`config.mk`:
```
export PLATFORM = sky130hd
export DESIGN_NAME = start_screen_sequencer
export DESIGN_NICKNAME = d
export VERILOG_FILES = /design/src/rtl/start_screen_pkg.sv /design/src/rtl/key_edge_detect.sv /design/src/rtl/start_screen_sequencer.sv
export SDC_FILE = /design/constraint.sdc
export NUM_CORES = 1
export LEC_CHECK = 0
export ABC_AREA = 0
export CORE_UTILIZATION = 46
export CTS_CLUSTER_DIAMETER = 50
export DETAILED_ROUTE_END_ITERATION = 10
export HOLD_SLACK_MARGIN = 0.05
export MAX_ROUTING_LAYER = met4
export PLACE_DENSITY = 0.69
export SETUP_SLACK_MARGIN = 0.4
export SLEW_MARGIN = 25
export SYNTH_ARGS = -nofsm -noshare
export SYNTH_HDL_FRONTEND = slang
export SYNTH_SLANG_ARGS = --single-unit
```
`constraint.sdc`:
```
create_clock -name clk -period 2.9 [get_ports clk]
set_input_delay 0.58 -clock clk [delete_from_list [all_inputs] [get_ports clk]]
set_output_delay 0.58 -clock clk [all_outputs]
set_load 0.01 [all_outputs]
```
`src/rtl/start_screen_pkg.sv`:
```
// rtl/start_screen_pkg.sv - shared state type, default frame constants and credit helper
package start_screen_pkg;

    typedef enum logic [2:0] {
        REVEAL,
        ATTRACT,
        START,
        IN_GAME,
        OVER_HOLD
    } sequencer_state_t;

    localparam int DEF_REVEAL_FRAMES = 60;
    localparam int DEF_BLINK_FRAMES  = 30;
    localparam int DEF_SCROLL_STEP   = 1;
    localparam int DEF_SCROLL_MAX    = 479;
    localparam int DEF_MAX_CREDITS   = 9;
    localparam int DEF_OVER_FRAMES   = 180;

    // Wide enough for any of the frame-count constants above.
    localparam int FRAME_CNT_W = 16;

    // Add one coin to the credit count, holding at the saturation limit.
    function automatic logic [3:0] credit_add(
        input logic [3:0] count,
        input logic       coin,
        input logic [3:0] limit
    );
        if (coin && (count < limit)) begin
            return count + 4'd1;
        end
        return count;
    endfunction

endpackage

```
`src/rtl/key_edge_detect.sv`:
```
// rtl/key_edge_detect.sv - key synchroniser with registered rising-edge pulse
module key_edge_detect (
    input  logic clk,
    input  logic resetN,
    input  logic key,
    output logic rise
);

    logic sampled;
    logic previous;

    // Sample the key once, keep its history, and register a one-cycle pulse on 0->1.
    always_ff @(posedge clk or negedge resetN) begin
        if (!resetN) begin
            sampled  <= 1'b0;
            previous <= 1'b0;
            rise     <= 1'b0;
        end else begin
            sampled  <= key;
            previous <= sampled;
            rise     <= sampled & ~previous;
        end
    end

endmodule

```
`src/rtl/start_screen_sequencer.sv`:
```
// rtl/start_screen_sequencer.sv - start-screen layer sequencing, credits and game hand-off
module start_screen_sequencer
    import start_screen_pkg::*;
#(
    parameter int REVEAL_FRAMES = DEF_REVEAL_FRAMES,
    parameter int BLINK_FRAMES  = DEF_BLINK_FRAMES,
    parameter int SCROLL_STEP   = DEF_SCROLL_STEP,
    parameter int SCROLL_MAX    = DEF_SCROLL_MAX,
    parameter int MAX_CREDITS   = DEF_MAX_CREDITS,
    parameter int OVER_FRAMES   = DEF_OVER_FRAMES
) (
    input  logic       clk,
    input  logic       resetN,
    input  logic       startOfFrame,
    input  logic       coinKey,
    input  logic       startKey,
    input  logic       gameOver,
    output logic       startEnable,
    output logic       spaceEnable,
    output logic       creditEnable,
    output logic       namesEnable,
    output logic [8:0] namesOffsetY,
    output logic [3:0] credits,
    output logic       gameStartPulse,
    output logic       showStartScreen
);

    localparam int CW = FRAME_CNT_W;

    logic             coin_rise;
    logic             start_rise;

    sequencer_state_t state;
    sequencer_state_t state_nxt;
    logic [CW-1:0]    frame_cnt;
    logic [CW-1:0]    frame_cnt_nxt;
    logic             blink;
    logic             blink_nxt;
    logic [8:0]       offset_nxt;
    logic [9:0]       offset_sum;
    logic [3:0]       credits_coin;
    logic [3:0]       credits_nxt;

    key_edge_detect u_coin_edge (
        .clk    (clk),
        .resetN (resetN),
        .key    (coinKey),
        .rise   (coin_rise)
    );

    key_edge_detect u_start_edge (
        .clk    (clk),
        .resetN (resetN),
        .key    (startKey),
        .rise   (start_rise)
    );

    // Credit count after this cycle's coin, and the next scroll position before wrapping.
    always_comb begin
        credits_coin = credit_add(credits, coin_rise, 4'(MAX_CREDITS));
        offset_sum   = {1'b0, namesOffsetY} + 10'(SCROLL_STEP);
    end

    // Next-state logic; a frame pulse that causes a transition is not counted by the new state.
    always_comb begin
        state_nxt     = state;
        frame_cnt_nxt = frame_cnt;
        blink_nxt     = blink;
        offset_nxt    = namesOffsetY;
        credits_nxt   = (state == IN_GAME) ? credits : credits_coin;

        case (state)
            REVEAL: begin
                if (startOfFrame) begin
                    if (frame_cnt == CW'(REVEAL_FRAMES - 1)) begin
                        state_nxt     = ATTRACT;
                        frame_cnt_nxt = '0;
                        blink_nxt     = 1'b1;
                        offset_nxt    = '0;
                    end else begin
                        frame_cnt_nxt = frame_cnt + 1'b1;
                    end
                end
            end
            ATTRACT: begin
                // The coin in this same cycle already counts toward the start decision.
                if (start_rise && (credits_coin != 4'd0)) begin
                    state_nxt   = START;
                    credits_nxt = credits_coin - 4'd1;
                end else if (startOfFrame) begin
                    offset_nxt = (offset_sum > 10'(SCROLL_MAX)) ? 9'd0 : offset_sum[8:0];
                    if (frame_cnt == CW'(BLINK_FRAMES - 1)) begin
                        frame_cnt_nxt = '0;
                        blink_nxt     = ~blink;
                    end else begin
                        frame_cnt_nxt = frame_cnt + 1'b1;
                    end
                end
            end
            START: begin
                state_nxt = IN_GAME;
            end
            IN_GAME: begin
                if (gameOver) begin
                    state_nxt     = OVER_HOLD;
                    frame_cnt_nxt = '0;
                end
            end
            OVER_HOLD: begin
                if (startOfFrame) begin
                    if (frame_cnt == CW'(OVER_FRAMES - 1)) begin
                        state_nxt     = ATTRACT;
                        frame_cnt_nxt = '0;
                        blink_nxt     = 1'b1;
                        offset_nxt    = '0;
                    end else begin
                        frame_cnt_nxt = frame_cnt + 1'b1;
                    end
                end
            end
            default: begin
                state_nxt     = REVEAL;
                frame_cnt_nxt = '0;
            end
        endcase
    end

    // State, counters and registered layer controls, all decoded from the next state.
    always_ff @(posedge clk or negedge resetN) begin
        if (!resetN) begin
            state           <= REVEAL;
            frame_cnt       <= '0;
            blink           <= 1'b1;
            namesOffsetY    <= '0;
            credits         <= '0;
            startEnable     <= 1'b0;
            spaceEnable     <= 1'b0;
            creditEnable    <= 1'b0;
            namesEnable     <= 1'b0;
            gameStartPulse  <= 1'b0;
            showStartScreen <= 1'b1;
        end else begin
            state           <= state_nxt;
            frame_cnt       <= frame_cnt_nxt;
            blink           <= blink_nxt;
            namesOffsetY    <= offset_nxt;
            credits         <= credits_nxt;
            startEnable     <= (state_nxt == REVEAL) || (state_nxt == ATTRACT) ||
                               (state_nxt == OVER_HOLD);
            spaceEnable     <= (state_nxt == ATTRACT);
            namesEnable     <= (state_nxt == ATTRACT);
            creditEnable    <= (state_nxt == ATTRACT) && blink_nxt;
            gameStartPulse  <= (state_nxt == START);
            showStartScreen <= (state_nxt != IN_GAME);
        end
    end

endmodule

```
==> results.toml <==
[power_and_ir_drop]
power.switching_uw = 1100
powerDensity_nw_per_um2 = 881
power_frac_clock_pct = 17.2
p_seq_share_pct = 32.7
internal_power_uw = 1650
total_power_uw = 2750
p_comb_share_pct = 50.0
p_leak_uw = 0.00126
swShare_pct = 40.0
ir_drop_mv = 0.337

[route]
firstDrtPassIters = 4
drc = 0
drt_wl_total_mm = 5.60
drtIter0Drc = 159
ant_nets = 0
avgViaCountPerCell = 5.75
num_vias = 2156
drt-wirelength-per-cell_um = 14.9

[synth]
ys_top_cells_by_area = "dfrtp_1, o21ai_0, nand2_1"
yosys-top-cells-count = "dfrtp_1, nand2_1, o21ai_0"
yosysTopAreaCell = "dfrtp_1"
synthFlopType = "dfrtp_1"
ys.warnings.count = 0
synth_cell_type_count = 49
yosysSeqAreaShare_pct = 46.2
syn_avg_cell_area_um2 = 9.09
synth-edff-count = 0
synth.top_cell.area_share_pct = 44.0
synth_cells = 263
synth_seq_cells = 44
async_flop_share_pct = 100
syn-cell-area_um2 = 2390
synth.most_common_cell = "dfrtp_1"
synth_nets = 276

[critical_path]
end_kind = "register"
ff2ff_setup_slack_ns = 0.15
crit_end = "namesOffsetY[5]"
worstReg2RegEnd = "namesOffsetY[5]"
cp-startpoint = "credits[1]"
reg2reg_depth = 11
r2r-start = "credits[1]"
crit_arrival_ns = 2.98
crit_type = "reg -> reg"
cp-start-kind = "register"
critPathRequiredTime_ns = 3.13
crit_fanout = 3

[sta]
maxSlewViolCount = 0
period_share_pct = 94.7
skew_ns = 0.00511
slew_headroom_pct = 60.7
tightest_slew_ns = 0.583
tns_ns = 0
hold_viol = 0
finalSetupViolCount = 0
max_freq_mhz = 364
rsz0062_at_grt = "yes"
min_period_ns = 2.75

[global_route]
grt-ovfl-total = 0
antenna_found_initial = 0
grtUsageMet1_pct = 30.4
grt_start_max_net_pins = 24
grt_use_met3_pct = 4.07
grt.total_usage_pct = 22.5
grt_pass1_wl_mm = 9.05
grt_use_met2_pct = 33.9
grt_pass1_vias = 1922
grt.busiest_layer = "met2"

[cts]
cts-root-buf = "clkbuf_8"
clk_pin_slew_ns = 0.09
htree_levels = 2
cts_buffers = 5
cts_tree = "done"
cts.sinks = 44
clock_latency_ns = 0.30
clockBufferDepth = 2
ctsHoldBuffers = 0

[place]
globalplace.congestion = 0.859
hpwl_mm = 3.66
io_buffers = 24

[floorplan]
die_w_um = 74.1
rows = 25
die_h_um = 74.1
core_area_um2 = 4850
io_pins = 25
dieArea_um2 = 5490
initial_core_util_pct = 49.3

[layout]
multi_input_area_um2 = 1370
nets = 320
insertedDiodeCount = 0
drive_gt1_share_pct = 20.8
area_growth_pct = 30.6
nFillCells = 383
seq_area_um2 = 1110

[job]
max-cap-violations = 0

[outcome]
outcome = "completed"

[min_path]
hold_path.class = "in -> async"
critical path: stages (launching register included):
cell	delay (ns)
dfrtp_2	0.41
inv_2	0.07
ha_4	0.14
nand2b_4	0.06
a21boi_4	0.21
mux2i_2	0.29
ha_2	0.25
nand2_2	0.06
o31a_1	0.27
or4_4	0.53
or3_1	0.33
o21ai_1	0.08
registers in the layout, indices dropped and copies added, names as in the netlist, 3 cells and up:
| signal | cells |
|---|---|
| state | 3 |
| credits | 4 |
| namesOffsetY | 9 |
| frame_cnt | 16 |
layout make-up:
type | instances | share of cell area (%)
Multi-Input combinational cell | 200 | 44.0
Clock inverter | 3 | 1.36
Timing Repair Buffer | 43 | 12.8
Inverter | 13 | 1.56
Clock buffer | 5 | 2.20
Tap cell | 67 | 2.68
Sequential cell | 44 | 35.4
how the worst min path moves through the flow:
stage | from | endpoint | slack, ns | cells after the start
detailed placement | u_start_edge.sampled | u_start_edge.previous | 0.36 | 0
global route | resetN | namesOffsetY[0] | 0.26 | 1
floorplan | resetN | creditEnable | 0.28 | 0
finish | resetN | namesOffsetY[0] | 0.23 | 1
CTS | resetN | namesOffsetY[0] | 0.24 | 1
global placement | u_coin_edge.sampled | u_coin_edge.previous | 0.35 | 0
cell usage in the layout, fill, tap and decap left out, types with 3 or more instances in the layout:
cell type         n
nor3b_1           4
dfrtp_1          40
o21ai_0          15
a31oi_1           3
a22o_1            7
o21ai_2           4
nor3_1           11
inv_1            10
or3_1             5
ha_1              5
o21ai_1           6
nor2b_1           7
clkdlybuf4s50_1  23
buf_4            13
inv_2             3
nand2b_1          4
o2bb2ai_1         3
nand3b_1          3
and3_1            5
nor2_1           14
nand3_1          12
clkbuf_8          5
nand2_1          23
nand4_1           6
a21oi_1          13
nand2_2           3
buf_6             6
per-layer routing:
metal  routed length [µm]  share of wire, %
met2                 2670                48
met1                 2610                47
met4                   64               1.1
met3                  255               4.6
met5                    0                 0
logic make-up (layout without fill, tap and decap cells):
group	Yosys count	after routing	share of synthesized area [%]
simple gates	113	114	24.9
compound gates	74	74	19.7
flops	44	44	46.2
buf+inv	20	64	3.61
fa+ha+maj	7	7	3.66
xor+xnor	3	3	1.10
mux	2	2	0.837
stage by stage:
stage	instance area, µm²	setup WS [ns]	utilization [%]	instances	hold WS [ns]
after CTS	2980	0.239	61.5	371	0.237
after global placement	2770	0.177	57.1	357	0.354
after detailed placement	2770	0.113	57.1	357	0.358
final	3120	0.154	64.4	375	0.229
after floorplan	2410	0.0663	-	263	0.284
after global routing	3120	0.0561	64.4	375	0.263
power groups by stage:
| stage | combinational, µW | sequential [µW] | clock, µW |
|---|---|---|---|
| after floorplan | 630 | 910 | 0 |
| after global placement | 1040 | 902 | 0 |
| after detailed placement | 1040 | 907 | 0 |
| after CTS | 1200 | 895 | 488 |
| after global routing | 1500 | 932 | 514 |
| final | 1380 | 901 | 475 |
repair_timing:
| item | 4_1_cts | 5_1_grt |
|---|---|---|
| cloned | 1 | 1 |
| gates resized for setup | 15 | 32 |
| setup endpoints to repair | 25 | 32 |
| pin swaps | 4 | 13 |
| setup buffers | 5 | 3 |
Power figures use the tool's default switching activity.
